`src/rtl/pipelined_addsub.sv`:
```
// Pipelined adder/subtractor: the carry chain is cut into STAGES registered
// segments, with valid/ready on both sides and one operation per cycle.
module pipelined_addsub #(
    parameter int WIDTH  = 32,
    parameter int STAGES = 2,
    parameter int INC    = 4
) (
    input  logic             clk,
    input  logic             reset,
    input  logic             in_valid,
    output logic             in_ready,
    input  logic [WIDTH-1:0] in1,
    input  logic [WIDTH-1:0] in2,
    input  logic [1:0]       mode,
    input  logic             flush,
    output logic             out_valid,
    input  logic             out_ready,
    output logic [WIDTH-1:0] out,
    output logic             carry,
    output logic             overflow,
    output logic             zero
);
    localparam int SEG = WIDTH / STAGES;

    // Bit offset of stage k's pending (not yet added) B operand bits in bp_q.
    function automatic int bp_off(input int k);
        int o;
        o = 0;
        for (int j = 0; j < k; j++) o += SEG * (STAGES - 1 - j);
        return o;
    endfunction

    localparam int BPT = bp_off(STAGES - 1);
    localparam int BPW = (BPT > 0) ? BPT : 1;

    // Handshake: a transfer happens on a rising edge where valid && ready.
    // All stages advance together when the output slot is empty or being
    // drained (en); otherwise the whole pipe holds. Flush kills every stage
    // and refuses the input offered in the same cycle.
    logic                         en;
    logic                         accept;
    logic [WIDTH-1:0]             b_sel;
    logic [WIDTH-1:0]             b_eff;
    logic [STAGES-1:0]            v_q, v_n;
    logic [STAGES-1:0]            c_q, c_n;
    logic [STAGES-1:0][WIDTH-1:0] aw_q, aw_n;
    logic [BPW-1:0]               bp_q, bp_n;
    logic                         ovf_q, ovf_n;
    logic                         zero_q, zero_n;

    assign en       = !out_valid || out_ready;
    assign in_ready = en && !flush;
    assign accept   = in_valid && in_ready;

    assign b_sel = mode[1] ? WIDTH'(INC) : in2;
    assign b_eff = mode[0] ? ~b_sel : b_sel;

    // aw_q[k] holds the finished result bits below the segment boundary and
    // the still-pending A bits above it, so one word travels per stage.
    for (genvar k = 0; k < STAGES; k++) begin : g_stage
        localparam int BW = WIDTH - k * SEG;
        logic [WIDTH-1:0] a_in;
        logic [WIDTH-1:0] a_new;
        logic [BW-1:0]    b_in;
        logic             c_in;
        logic [SEG:0]     sum;

        if (k == 0) begin : g_first
            assign a_in   = in1;
            assign b_in   = b_eff;
            assign c_in   = mode[0];
            assign v_n[0] = accept;
        end else begin : g_next
            assign a_in   = aw_q[k-1];
            assign b_in   = bp_q[bp_off(k-1) +: BW];
            assign c_in   = c_q[k-1];
            assign v_n[k] = v_q[k-1];
        end

        assign sum = {1'b0, a_in[k*SEG +: SEG]} + {1'b0, b_in[SEG-1:0]} + {{SEG{1'b0}}, c_in};

        always_comb begin
            a_new = a_in;
            a_new[k*SEG +: SEG] = sum[SEG-1:0];
        end

        assign aw_n[k] = a_new;
        assign c_n[k]  = sum[SEG];

        if (k < STAGES - 1) begin : g_pend
            assign bp_n[bp_off(k) +: BW - SEG] = b_in[BW-1:SEG];
        end else begin : g_last
            assign ovf_n  = (a_in[WIDTH-1] == b_in[BW-1]) && (sum[SEG-1] != a_in[WIDTH-1]);
            assign zero_n = ~|a_new;
        end
    end

    if (STAGES == 1) begin : g_no_pend
        assign bp_n = '0;
    end

    always_ff @(posedge clk or posedge reset) begin
        if (reset) begin
            v_q    <= '0;
            c_q    <= '0;
            aw_q   <= '0;
            bp_q   <= '0;
            ovf_q  <= 1'b0;
            zero_q <= 1'b0;
        end else begin
            if (en) begin
                v_q    <= v_n;
                c_q    <= c_n;
                aw_q   <= aw_n;
                bp_q   <= bp_n;
                ovf_q  <= ovf_n;
                zero_q <= zero_n;
            end
            if (flush) v_q <= '0;
        end
    end

    assign out_valid = v_q[STAGES-1];
    assign out       = aw_q[STAGES-1];
    assign carry     = c_q[STAGES-1];
    assign overflow  = ovf_q;
    assign zero      = zero_q;
endmodule

```
`config.mk`:
```
export PLATFORM = sky130hd
export DESIGN_NAME = pipelined_addsub
export DESIGN_NICKNAME = d
export VERILOG_FILES = /design/src/rtl/pipelined_addsub.sv
export SDC_FILE = /design/constraint.sdc
export NUM_CORES = 1
export LEC_CHECK = 0
export ABC_CLOCK_PERIOD_IN_PS = 4300
export CORE_MARGIN = 2
export CORE_UTILIZATION = 36
export CTS_CLUSTER_DIAMETER = 60
export DETAILED_ROUTE_END_ITERATION = 6
export SLEW_MARGIN = 20
export SYNTH_ARGS = -nofsm -noshare
export SYNTH_HDL_FRONTEND = slang
export SYNTH_SLANG_ARGS = --single-unit
```
`constraint.sdc`:
```
create_clock -name clk -period 4.3 [get_ports clk]
set_clock_uncertainty 0.05 [all_clocks]
set_input_delay 0.43 -clock clk [delete_from_list [all_inputs] [get_ports clk]]
set_output_delay 0.43 -clock clk [all_outputs]
set_load 0.01 [all_outputs]
```
==> flow_summary.ini <==
[outcome]
status = completed

[drt]
drc_errors = 0
dr.max_layer_used = met4
drt-total-wl_um = 11900
met3WireLength_um = 443
via_per_inst = 4.79
ant_nets = 0
drtPass1Iterations = 4
vias = 4111
m1WireLength_um = 5730
wl_per_cell_um = 13.8
wl_met2_um = 5470
drtIter0Drc = 259

[synth]
synth.ff_latch_count = 86
synth_cells = 575
synth.most_common_cell = nand2_1
synthFlopType = dfrtp_1
ys_warn_count = 0
synth_edf_count = 0
ys_seq_area_share_pct = 42.8
avgSynthCellArea_sq_um = 8.75
synth_top_cell_by_area = dfrtp_1
synth_nets = 679
synth_common_cells = nand2_1 (161), dfrtp_1 (86), xnor2_1 (45), o21ai_0 (43), ha_1 (30)
async_flop_share_pct = 100
syn_area_sq_um = 5030
synthTopCellsByArea = dfrtp_1 (43%), nand2_1 (12%), xnor2_1 (7.8%)
synthDistinctLibCells = 46
synth_top_area_share_pct = 42.8

[power]
p_sw_mw = 0.916
switching_share_pct = 31.7
ir_drop_mv = 0.192
totalPowerFinal_mw = 2.89
p_per_area_nw_per_um2 = 437
leakage_nw = 2.83
p_int_mw = 1.97
p_seq_share_pct = 39.5
pwr-share-comb_pct = 33.8
p_clk_share_pct = 26.7

[clock_network]
htree_levels = 3
hold_buffers = 0
numCtsBuffers = 9
cts_setup_buffers = 0
clk_pin_slew_ns = 0.06
clk_latency_ns = 0.34
clock_path_buffers = 2
cts.repair.resized = 0
clockRootBuffer = clkbuf_16
cts_tree = yes
cts.sinks = 86

[worst_setup_path]
critPathSlowestCell = or4_1
crit_family = compound AO/OA/AOI/OAI gates
crit_top_cell = fa_1
rr_startpoint = c_q[0]$_DFFE_PP0N_
crit_path_start_kind = flip-flop
timing.rr.end = zero$_DFFE_PP0N_
critPathKind = flip-flop to flip-flop
cp_slowest_stage_delay_ns = 0.52
r2r_cells = 10
path_cells = fa_1 -> fa_1 -> a211oi_1 -> nor2_1 -> o31a_2 -> o22ai_1 -> xor2_1 -> nand2_1 -> or4_1 -> o41ai_2
worst-path-max-fanout = 5
critical_path_buf_inv_count = 0
r2r_slack_ns = 0.83
cp-startpoint = c_q[0]$_DFFE_PP0N_
worst-endpoint-arrival_ns = 3.66
cp.required_ns = 4.48
crit_path_end_kind = flip-flop

[sta]
setup_violations = 0
grt_setup_unrepaired = no
fin_ws_ns = 0.827
holdWs_ns = 0.418
tightest_slew_ns = 0.918
maxSlewViolCount = 0
hold_violations = 0
fin_crit_ns = 3.47
max_freq_mhz = 288
tns_ns = 0
slew_headroom_pct = 38.8
final.period_utilization_pct = 80.8

[flow_run]
maxCapViolCount = 0

[layout]
layout.nets = 778
final_cells = 859
fill_cells = 1330
diodes = 0
syn_to_final_growth_pct = 31.1
regArea_sq_um = 2150
utilization_pct = 47.9
drive_gt1_share_pct = 5.15
multi_input_area_sq_um = 2760
design_area_sq_um = 6600

[worst_hold_path]
hold_class = flip-flop to flip-flop
hold_start = out[14]$_DFFE_PP0N_
hold_end = out[14]$_DFFE_PP0N_
holdPathStages = 2

[global_routing]
grtUsageTotal_pct = 16.4
grt_max_degree = 58
grt_first_pass_wirelength_um = 19300
overflow = 0
grt_antenna_before_repair = 0
grt_pass1_vias = 4030

[placed_design]
dpl-instance-area_sq_um = 6280
portBuffers = 107
dp_slack_ns = 0.614
place_congestion = 0.824
dp_hpwl_um = 8980
dp.cells = 842

[floorplan]
ioPinCount = 108
die_h_um = 122
core-area_sq_um = 13800
core.rowCount = 43
die_w_um = 122
dieArea_sq_um = 14900
start_util_pct = 36.5
==> registers in the layout, indices dropped and copies added, names as in the netlist <==
signal / cells
zero: 1
out: 32
c_q: 2
v_q: 2
bp_q: 16
overflow: 1
g_stage.a_in: 32
==> cell type report <==
cell class,count,area share [%]
multi-input combinational,456,41.8
sequential,86,32.6
inverter,6,0.360
timing repair buffer,115,17.4
clock inverter,5,0.892
clock buffer,11,3.53
tap,180,3.41
==> kinds of logic after synthesis <==
group,count (synthesis),synth area share [%]
simple gates,254,22.1
compound gates,107,12.9
flops,86,42.8
xor+xnor,59,10.3
buf+inv,33,2.61
fa+ha+maj,33,8.65
mux,3,0.671
==> power groups by stage <==
stage          Clock [mW]  Combinational [mW]  Sequential [mW]
3_3_place_gp            0               0.965             1.15
4_1_cts             0.789               0.985             1.14
5_1_grt             0.828                1.08             1.16
3_5_place_dp            0               0.981             1.15
6_report            0.771               0.976             1.14
2_1_floorplan           0               0.508             1.17
==> worst min-delay path, stage by stage, from the launching register on <==
cell	delay, ns
dfrtp_1	0.34
nand2_1	0.05
nand2_1	0.04
==> per-layer routing <==
| metal | GRT usage [%] | vias to the layer above |
|---|---|---|
| li1 | - | 2115 |
| met1 | 22.5 | 1883 |
| met2 | 26.7 | 97 |
| met3 | 2.04 | 16 |
| met4 | 5.89 | 0 |
| met5 | 0 | - |
==> cells in the final DEF (no fill, tap or decap), types with 3 or more instances in the layout <==
cell type	instances
nand2_1	161
clkdlybuf4s50_1	106
dfrtp_1	86
xnor2_1	45
o21ai_0	43
ha_1	30
nor2_1	26
a21oi_1	25
nor2b_1	19
nand2b_1	16
xor2_1	14
nor3_1	9
clkbuf_16	9
a21o_1	8
buf_4	7
nand3_1	6
inv_1	5
o21bai_1	4
o211ai_1	4
a31oi_1	4
nor4_1	4
a211oi_1	3
mux2_2	3
fa_1	3
==> how the worst max path moves through the flow <==
stage                                                  to  slack [ns]  cells after the start
final                                    zero$_DFFE_PP0N_        0.83                     10
after CTS                                zero$_DFFE_PP0N_        0.82                     10
after global routing                     zero$_DFFE_PP0N_        0.64                     10
after floorplan                        c_q[0]$_DFFE_PP0N_        1.07                     12
after global placement    g_stage[1].a_in[14]$_DFFE_PP0N_        0.66                     12
after detailed placement               c_q[0]$_DFFE_PP0N_        0.61                     12
(Power assumes the default switching activity.)
